<file path="config.mk">
export PLATFORM = sky130hd
export DESIGN_NAME = multicycle_alu
export DESIGN_NICKNAME = d
export VERILOG_FILES = /design/src/rtl/alu_pkg.sv /design/src/rtl/alu_muldiv_iter.sv /design/src/rtl/multicycle_alu.sv
export SDC_FILE = /design/constraint.sdc
export NUM_CORES = 1
export LEC_CHECK = 0
export CAP_MARGIN = 20
export CELL_PAD_IN_SITES_DETAIL_PLACEMENT = 0
export CELL_PAD_IN_SITES_GLOBAL_PLACEMENT = 1
export CORE_MARGIN = 5
export CORE_UTILIZATION = 50
export CTS_CLUSTER_DIAMETER = 60
export DETAILED_ROUTE_END_ITERATION = 6
export PLACE_DENSITY_LB_ADDON = 0.1
export RECOVER_POWER = 100
export SLEW_MARGIN = 10
export SYNTH_ARGS = -nofsm -noshare
export SYNTH_HDL_FRONTEND = slang
export SYNTH_SLANG_ARGS = --single-unit
</file>
<file path="constraint.sdc">
create_clock -name clock -period 13 [get_ports clock]
set_clock_uncertainty 0.15 [all_clocks]
set_input_delay 2.6 -clock clock [delete_from_list [all_inputs] [get_ports clock]]
set_output_delay 2.6 -clock clock [all_outputs]
set_load 0.05 [all_outputs]
</file>
<file path="src/rtl/alu_pkg.sv">
// Opcode constants and FSM state encoding shared by the multicycle ALU files.
// Pure declarations: no latency, no flow control.
package alu_pkg;

   localparam logic [5:0] OP_ADD  = 6'b100000;
   localparam logic [5:0] OP_SUB  = 6'b100010;
   localparam logic [5:0] OP_MULT = 6'b011000;
   localparam logic [5:0] OP_DIV  = 6'b011010;
   localparam logic [5:0] OP_AND  = 6'b100100;
   localparam logic [5:0] OP_OR   = 6'b100101;
   localparam logic [5:0] OP_NOR  = 6'b100111;
   localparam logic [5:0] OP_XOR  = 6'b100110;
   localparam logic [5:0] OP_SLT  = 6'b101010;
   localparam logic [5:0] OP_EQ   = 6'b111111;

   typedef logic [1:0] state_t;
   localparam state_t IDLE = 2'd0;
   localparam state_t MUL  = 2'd1;
   localparam state_t DIV  = 2'd2;

endpackage

</file>
<file path="src/rtl/alu_muldiv_iter.sv">
// Iterative unsigned shift-add multiplier / restoring divider, one bit per cycle.
// Latency WIDTH cycles from go; done is combinational in the last cycle, lo/hi are that step's results.
module alu_muldiv_iter #(
   parameter int WIDTH = 32
) (
   input  logic             clock,
   input  logic             reset,
   input  logic             go,
   input  logic             is_div,
   input  logic [WIDTH-1:0] a,
   input  logic [WIDTH-1:0] b,
   output logic             done,
   output logic [WIDTH-1:0] lo,
   output logic [WIDTH-1:0] hi
);

   localparam int CW = $clog2(WIDTH);

   logic             busy;
   logic             div_q;
   logic [CW-1:0]    cnt;
   logic [WIDTH-1:0] m_q;
   logic [WIDTH-1:0] acc_q;
   logic [WIDTH-1:0] sh_q;
   logic [WIDTH:0]   sum;
   logic [WIDTH:0]   rem2;
   logic [WIDTH:0]   diff;
   logic             qbit;

   // Multiply: acc_q:sh_q is the product register, sh_q starts as the multiplier.
   // Divide: acc_q is the partial remainder, sh_q shifts the dividend out and the quotient in.
   always_comb begin
      sum  = {1'b0, acc_q} + (sh_q[0] ? {1'b0, m_q} : '0);
      rem2 = {acc_q, sh_q[WIDTH-1]};
      diff = rem2 - {1'b0, m_q};
      qbit = ~diff[WIDTH];
      if (div_q) begin
         hi = qbit ? diff[WIDTH-1:0] : rem2[WIDTH-1:0];
         lo = {sh_q[WIDTH-2:0], qbit};
      end else begin
         hi = sum[WIDTH:1];
         lo = {sum[0], sh_q[WIDTH-1:1]};
      end
   end

   assign done = busy && (cnt == '0);

   always_ff @(posedge clock or posedge reset) begin
      if (reset) begin
         busy  <= 1'b0;
         div_q <= 1'b0;
         cnt   <= '0;
         m_q   <= '0;
         acc_q <= '0;
         sh_q  <= '0;
      end else if (go) begin
         busy  <= 1'b1;
         div_q <= is_div;
         cnt   <= CW'(WIDTH - 1);
         m_q   <= is_div ? b : a;
         sh_q  <= is_div ? a : b;
         acc_q <= '0;
      end else if (busy) begin
         acc_q <= hi;
         sh_q  <= lo;
         cnt   <= cnt - 1'b1;
         if (cnt == '0) busy <= 1'b0;
      end
   end

endmodule

</file>
<file path="src/rtl/multicycle_alu.sv">
// Execute-stage ALU: single-cycle ops registered one cycle after accept, MULT/DIV after WIDTH cycles.
// in_ready drops while MULT/DIV iterate (start is ignored, not queued); no output backpressure.
module multicycle_alu
   import alu_pkg::*;
#(
   parameter int WIDTH      = 32,
   parameter bit SIGNED_SLT = 1'b0
) (
   input  logic             clock,
   input  logic             reset,
   input  logic             start,
   output logic             in_ready,
   input  logic [5:0]       selector,
   input  logic [WIDTH-1:0] input1,
   input  logic [WIDTH-1:0] input2,
   output logic             out_valid,
   output logic [WIDTH-1:0] result,
   output logic [WIDTH-1:0] hi,
   output logic             zero,
   output logic             div_by_zero,
   output logic             illegal_op
);

   state_t           state;
   logic             pend;
   logic             accept;
   logic             go;
   logic             done;
   logic             lt;
   logic [5:0]       op_q;
   logic [WIDTH-1:0] a_q;
   logic [WIDTH-1:0] b_q;
   logic [WIDTH-1:0] it_lo;
   logic [WIDTH-1:0] it_hi;
   logic [WIDTH-1:0] s_res;
   logic [WIDTH-1:0] s_hi;
   logic             s_dz;
   logic             s_il;

   // Ready again in the final iteration cycle so a new op can be taken on the completion edge.
   assign in_ready = (state == IDLE) || done;
   assign accept   = start && in_ready;
   assign go       = accept && ((selector == OP_MULT) ||
                                ((selector == OP_DIV) && (input2 != '0)));

   alu_muldiv_iter #(.WIDTH(WIDTH)) u_iter (
      .clock  (clock),
      .reset  (reset),
      .go     (go),
      .is_div (selector == OP_DIV),
      .a      (input1),
      .b      (input2),
      .done   (done),
      .lo     (it_lo),
      .hi     (it_hi)
   );

   always_comb begin
      if (SIGNED_SLT) lt = $signed(a_q) < $signed(b_q);
      else            lt = a_q < b_q;
   end

   // Only single-cycle ops, DIV by zero and illegal codes reach this decode.
   always_comb begin
      s_res = '0;
      s_hi  = '0;
      s_dz  = 1'b0;
      s_il  = 1'b0;
      case (op_q)
         OP_ADD: s_res = a_q + b_q;
         OP_SUB: s_res = a_q - b_q;
         OP_AND: s_res = a_q & b_q;
         OP_OR:  s_res = a_q | b_q;
         OP_NOR: s_res = ~(a_q | b_q);
         OP_XOR: s_res = a_q ^ b_q;
         OP_SLT: s_res = {{(WIDTH-1){1'b0}}, lt};
         OP_EQ:  s_res = {{(WIDTH-1){1'b0}}, (a_q == b_q)};
         OP_DIV: begin
            s_res = '1;
            s_hi  = a_q;
            s_dz  = 1'b1;
         end
         default: s_il = 1'b1;
      endcase
   end

   always_ff @(posedge clock or posedge reset) begin
      if (reset) begin
         state       <= IDLE;
         pend        <= 1'b0;
         op_q        <= '0;
         a_q         <= '0;
         b_q         <= '0;
         out_valid   <= 1'b0;
         result      <= '0;
         hi          <= '0;
         zero        <= 1'b0;
         div_by_zero <= 1'b0;
         illegal_op  <= 1'b0;
      end else begin
         out_valid <= pend || done;
         pend      <= accept && !go;
         if (accept) begin
            op_q <= selector;
            a_q  <= input1;
            b_q  <= input2;
         end
         if (go)        state <= (selector == OP_DIV) ? DIV : MUL;
         else if (done) state <= IDLE;

         if (done) begin
            result      <= it_lo;
            hi          <= it_hi;
            zero        <= (it_lo == '0);
            div_by_zero <= 1'b0;
            illegal_op  <= 1'b0;
         end else if (pend) begin
            result      <= s_res;
            hi          <= s_hi;
            zero        <= (s_res == '0);
            div_by_zero <= s_dz;
            illegal_op  <= s_il;
         end
      end
   end

endmodule

</file>
==> results_dict.tcl, run 1 <==
set metrics [dict create \
    status "finished with violations" \
    violations "max-capacitance violations, max-slew violations" \
    hold_depth 2 \
    path_cells "dlygate4sd3_1, clkinvlp_2, buf_4, clkbuf_1, buf_16" \
    synth_seq_cells 244 \
    diodes 0 \
    synthMuxAreaShare_pct 10.8 \
    synth_xor_xnor_area_share_pct 3.52 \
    cts_sinks 244 \
    cts-resized-gates 0 \
    rsz0062_at_grt "false" \
    slowest_delay_ns 2.80 \
    die_h_microns 216 \
    worstSetupPathType "in -> async" \
    drc_errors 0 \
    dp_hpwl_microns 58700 \
    cts_tree "built" \
    globalRouteOverflowTotal 0 \
    grt_max_degree 114 \
    synth.area.top_cells "dfrtp_1, ha_1, mux2i_1, o21ai_0, a21oi_1" \
    p_leak_nw 10.4 \
    start_kind "input port" \
    nets 2816 \
    path_depth 5 \
    worst_pin_slew_ns 5.05 \
    grt_pass1_wl_microns 117000 \
    syn_to_final_growth_pct 12.6 \
    grt_pass1_vias 18800 \
    finalHoldViolations 0 \
    syn-instance-count 2537 \
    maxCapViolCount 7 \
    synthAdderAreaFrac_pct 9.98 \
    crit_path_end_kind "asynchronous set/reset pin" \
    cp.required_ns 13.57 \
    drt_iter0_drc 2153 \
    finalInstanceArea_sq_um 23800 \
    ys_warn_count 0 \
    place.gp.congestion 0.992 \
    synth.largest_area_cell "dfrtp_1" \
    setup_viol 0 \
    synth_edf_count 0 \
    cts_setup_buffers 0 \
    period_minus_slack_ns 8.01 \
    synth_compound_area_share_pct 25.1 \
    cts-htree-levels 1 \
    final.setup.tns_ns 0 \
    root_buffer "clkbuf_16" \
    layout_common_cells "dfrtp_1, nand2_1, o21ai_0" \
    dr.pass1.iters 6 \
    postRouteAntennaNets 0 \
    max_freq_mhz 125 \
    vias 20000 \
    synth_nets 2776 \
    fin_crit_sh_pct 61.6 \
    yosysUniqueCellTypes 89 \
    core_sq_um 41900 \
    synth_area_sq_um 21100 \
    grtUsageTotal_pct 31.7 \
    synth.avg_cell_area_sq_um 8.32 \
    slew_violations 388 \
    clockBufferDepth 3 \
    synth_top_area_share_pct 28.9 \
    rr_worst_depth 12 \
    die_w_microns 216 \
    hold_ws_ns 0.337 \
    slowest_stage "clkinvlp_2" \
    relSlewSlack_pct -238 \
    crit_arrival_ns 8.58 \
    antenna_found_initial 1 \
    layout_commonest_cell "dfrtp_1" \
    synth_simple_gate_area_share_pct 15.8 \
    synth-seq-area-share_pct 28.9 \
    power_density_nw_per_um2 214 \
    numCtsBuffers 28 \
    rows 75 \
    wirelength_microns 76900 \
    synth_top_family_by_area "compound AO/OA/AOI/OAI gates" \
    num_io_pins 142 \
    ir_worst_vdd_mv 0.232 \
    placed_area_sq_um 22800 \
    path_max_fanout 109 \
    hold_buffers 0 \
    hold_path.class "reg -> reg" \
    async_flop_share_pct 100 \
    die_area_sq_um 46500 \
    clock_insertion_delay_worst_skew_ns 0.55 \
    initial_core_util_pct 50.5 \
    cts.clk_slew.worst_paths_ns 0.06 \
    cp_top_family "buffers and inverters" \
    numPortBuffers 141 \
    wl_per_cell_microns 24.5 \
    avgViaCountPerCell 6.39 \
    drive_above_1_share_pct 7.47 \
    ys.flop_type "dfrtp_1" \
    critPathBufInv 5 \
]
-- sequential cells by signal, summed over array words and instances, names as in the netlist --
signal	count
hi	32
u_iter.acc_q	32
u_iter.cnt	5
zero	1
a_q	32
u_iter.sh_q	32
op_q	6
result	32
pend	1
div_by_zero	1
u_iter.busy	1
b_q	32
state	2
out_valid	1
illegal_op	1
u_iter.m_q	32
u_iter.div_q	1
-- final timing paths --
kind                               endpoint  startpoint  slack (ns)
max reg2reg                            zero     op_q[1]        6.41
min                                state[1]    state[1]        0.34
min reg2reg                        state[1]    state[1]        0.34
max                           u_iter.cnt[4]       reset        4.99
min in group asynchronous             hi[1]       reset        3.89
max in group clock         u_iter.acc_q[29]       start        6.24
-- cells in the mapped netlist, types with 9 or more instances --
cell type / n
o21bai_1: 20
buf_2: 25
o21ai_0: 210
nand3_1: 31
mux2_2: 74
a31oi_1: 36
or2_2: 17
o211ai_1: 83
mux2i_1: 145
a22oi_1: 11
nand2b_1: 26
inv_1: 152
o22ai_1: 9
o21a_1: 21
nor2b_1: 21
clkbuf_1: 112
nand2_1: 237
or3_1: 13
xor2_1: 24
a21oi_1: 185
nor4_1: 21
buf_1: 17
dfrtp_1: 244
nand4_1: 28
nor3_1: 56
a21o_1: 36
ha_1: 162
o221ai_1: 13
a221oi_1: 16
and2_1: 36
a211oi_1: 50
and3_1: 9
o31ai_1: 16
nor2_1: 158
a221o_1: 14
xnor2_1: 61
-- area by class of cell --
type / instances / area, sq um
Clock buffer: 33 / 751
Clock inverter: 16 / 219
Fill cell: 3865 / 18100
Inverter: 154 / 579
Multi-Input combinational cell: 1980 / 13800
Sequential cell: 244 / 6110
Tap cell: 539 / 674
Timing Repair Buffer: 169 / 1620
-- where the power goes --
group	switching, mW	total, mW	internal [mW]
clock network	0.342	0.840	0.498
registers	0.267	1.22	0.956
logic	1.89	3.02	1.13
-- through the flow --
step	setup WS, ns	instances	utilization [%]	power [mW]
final	4.99	3135	56.8	5.09
after global routing	3.94	3135	56.8	5.43
after CTS	6.91	3134	56.9	5.06
after detailed placement	6.39	3085	54.6	4.20
after global placement	6.47	3085	54.6	4.16
after floorplan	3.55	2537	-	3.32
-- cell families after synthesis --
family,count (synthesis)
flip-flops,244
XOR/XNOR,85
AND/OR/NAND/NOR,695
multiplexers,219
adder cells (fa/ha/maj),166
buffers and inverters,313
AO/OA/AOI/OAI,815
-- per-layer routing --
metal | global-route usage (%) | wire length (microns)
met5 | 0 | 13
met2 | 50.1 | 34600
met4 | 7.68 | 2040
met3 | 3.92 | 4970
met1 | 46.5 | 35300
-- worst register-to-register path: stages, from the launching register on --
cell and delay, ns:
dfrtp_1 1.29, clkbuf_1 1.92, mux2i_1 0.37, mux2i_1 0.11, a2111oi_0 0.82, nand2_1 0.12, nor4_1 0.31, nand4_1 0.20
nor4_1 0.31, and4_1 0.33, and4_1 0.23, nand4_1 0.12, o31ai_2 0.23
(Power assumes the default switching activity.)
==> inputs of run 2 (changes only) <==
--- a/config.mk
+++ b/config.mk
@@ -9,7 +9,7 @@
 export CELL_PAD_IN_SITES_DETAIL_PLACEMENT = 0
 export CELL_PAD_IN_SITES_GLOBAL_PLACEMENT = 1
 export CORE_MARGIN = 5
-export CORE_UTILIZATION = 50
+export CORE_UTILIZATION = 42
 export CTS_CLUSTER_DIAMETER = 60
 export DETAILED_ROUTE_END_ITERATION = 6
 export PLACE_DENSITY_LB_ADDON = 0.1
==> constraint.sdc (replaced) <==
create_clock -name clock -period 6.55 [get_ports clock]
set_clock_uncertainty 0.15 [all_clocks]
set_input_delay 1.31 -clock clock [delete_from_list [all_inputs] [get_ports clock]]
set_output_delay 1.31 -clock clock [all_outputs]
set_load 0.05 [all_outputs]
==> run 2 against run 1 <==
Compared with the run above: the flow still finishes with violations (max-capacitance violations, max-slew violations); worst setup slack got worse by 3.9 ns; non-clock buffer count rose by 4; clock power rose by 130%; sequential power rose by 100%; via count rose by 0.84%; critical path type is now in -> reg.
==> results_dict.tcl, run 2 (synthesized netlist as in run 1, its figures left out) <==
set metrics [dict create \
    status "finished with violations" \
    violations "max-capacitance violations, max-slew violations" \
    dr_wl_met2_microns 37200 \
    rrSetupSlack_ns 1.20 \
    globalRouteOverflowTotal 0 \
    slew_violations 342 \
    top_layer "met4" \
    power_density_nw_per_um2 431 \
    rsz0062_at_grt "false" \
    cp_top_family "buffers and inverters" \
    clockBufferDepth 3 \
    die_area_sq_um 54900 \
    drive_above_1_share_pct 7.65 \
    grt_max_degree 131 \
    dr.pass1.iters 5 \
    core_sq_um 50000 \
    r2r_end "hi[30]" \
    place.gp.congestion 0.915 \
    dp_hpwl_microns 62600 \
    start_kind "input port" \
    cts_setup_buffers 0 \
    path_max_fanout 61 \
    die_w_microns 234 \
    wl_per_cell_microns 25.2 \
    p_total_mw 10.4 \
    num_io_pins 142 \
    path_cells "dlygate4sd3_1, nand2_1, clkbuf_1, mux2_2" \
    crit_path_end_kind "flip-flop" \
    hold_buffers 0 \
    grt_pass1_wl_microns 124000 \
    avgViaCountPerCell 6.15 \
    numCtsBuffers 36 \
    hold_path.class "reg -> reg" \
    syn_to_final_growth_pct 14.2 \
    cts-htree-levels 2 \
    period_minus_slack_ns 5.48 \
    final.setup.tns_ns 0 \
    cp-startpoint "start" \
    wl_met1_microns 38000 \
    fin_crit_sh_pct 83.6 \
    slowest_stage "clkbuf_1" \
    cts_sinks 244 \
    ir_worst_vdd_mv 0.526 \
    wirelength_microns 82800 \
    hp-start "state[0]" \
    worstSetupPathType "in -> reg" \
    initial_core_util_pct 42.3 \
    path_depth 4 \
    cp.required_ns 6.86 \
    layout_commonest_cell "dfrtp_1" \
    dr_wl_met3_microns 5270 \
    layout_common_cells "dfrtp_1, nand2_1, o21ai_0" \
    grt_pass1_vias 19000 \
    grtUsageTotal_pct 29.4 \
    vias 20200 \
    rr_worst_depth 13 \
    n_fill_cell 4939 \
    relSlewSlack_pct -154 \
    drt_iter0_drc 2201 \
    max_freq_mhz 183 \
    endpoint "b_q[15]" \
    cts.clk_slew.worst_paths_ns 0.06 \
    finalHoldViolations 0 \
    worst_pin_slew_ns 3.81 \
    root_buffer "clkbuf_16" \
    postRouteAntennaNets 0 \
    setup_viol 0 \
    cts-resized-gates 0 \
    maxCapViolCount 7 \
    crit_arrival_ns 5.79 \
    antenna_found_initial 3 \
    nets 2828 \
    die_h_microns 234 \
    slowest_delay_ns 2.71 \
    p_leak_nw 10.5 \
    postLayoutCoreUtil_pct 48.3 \
    rows 82 \
    critPathBufInv 2 \
    clock_insertion_delay_worst_skew_ns 0.55 \
    worst_slack_ns 1.07 \
    post-place-ws_ns 1.68 \
    cts_tree "built" \
    r2r-start "u_iter.sh_q[0]" \
    numPortBuffers 141 \
    drc_errors 0 \
]
run 2: cell count changes in the layout (fill, tap and decap cells not counted), sizes merged:
cell,delta
bufinv,-3
clkbuf,+16
inv,+3
clkinv,-1
buf,+2
clkinvlp,+2
diode,+1
run 2: through the flow:
| stage | cell area [sq um] | hold slack, ns | instances |
|---|---|---|---|
| 6_report | 24100 | 0.333 | 3288 |
| 5_1_grt | 24100 | 0.345 | 3288 |
| 4_1_cts | 24300 | 0.330 | 3287 |
| 3_5_place_dp | 23100 | 0.316 | 3223 |
| 3_3_place_gp | 23100 | 0.307 | 3223 |
| 2_1_floorplan | 21100 | 0.291 | 2537 |
run 2: area by class of cell:
type | instances | area (sq um) | share of cell area (%)
timing repair buffer | 173 | 1640 | 6.78
sequential | 244 | 6120 | 25.4
multi-input combinational | 1980 | 13800 | 57.1
inverter | 154 | 579 | 2.40
tap | 672 | 841 | 3.49
clock inverter | 17 | 161 | 0.669
clock buffer | 47 | 1010 | 4.20
antenna | 1 | 2.50 | 0.0104
run 2: worst min-delay path by stage:
stage,to,slack [ns],cells after the start
after floorplan,state[1],0.29,2
after global placement,state[0],0.31,2
after detailed placement,state[0],0.32,2
after CTS,state[0],0.33,2
after global routing,state[0],0.35,2
final,state[0],0.33,2
run 2: metal layers:
layer	track usage [%]	vias up
li1	-	9390
met1	42.8	9989
met2	45.8	714
met3	4.29	112
met4	8.04	0
met5	0	-
run 2: tightest hold or removal path: cells and delay by family (launching register included):
family	cells	cell delay, ns
compound gates	1	0.06
flops	1	0.34
simple gates	1	0.04
run 2: report_power, final:
part           switching (mW)  total, mW  internal [mW]
clock network           0.795       1.94           1.15
logic                    3.79       6.01           2.22
registers               0.548       2.45           1.90
total                    5.14       10.4           5.27
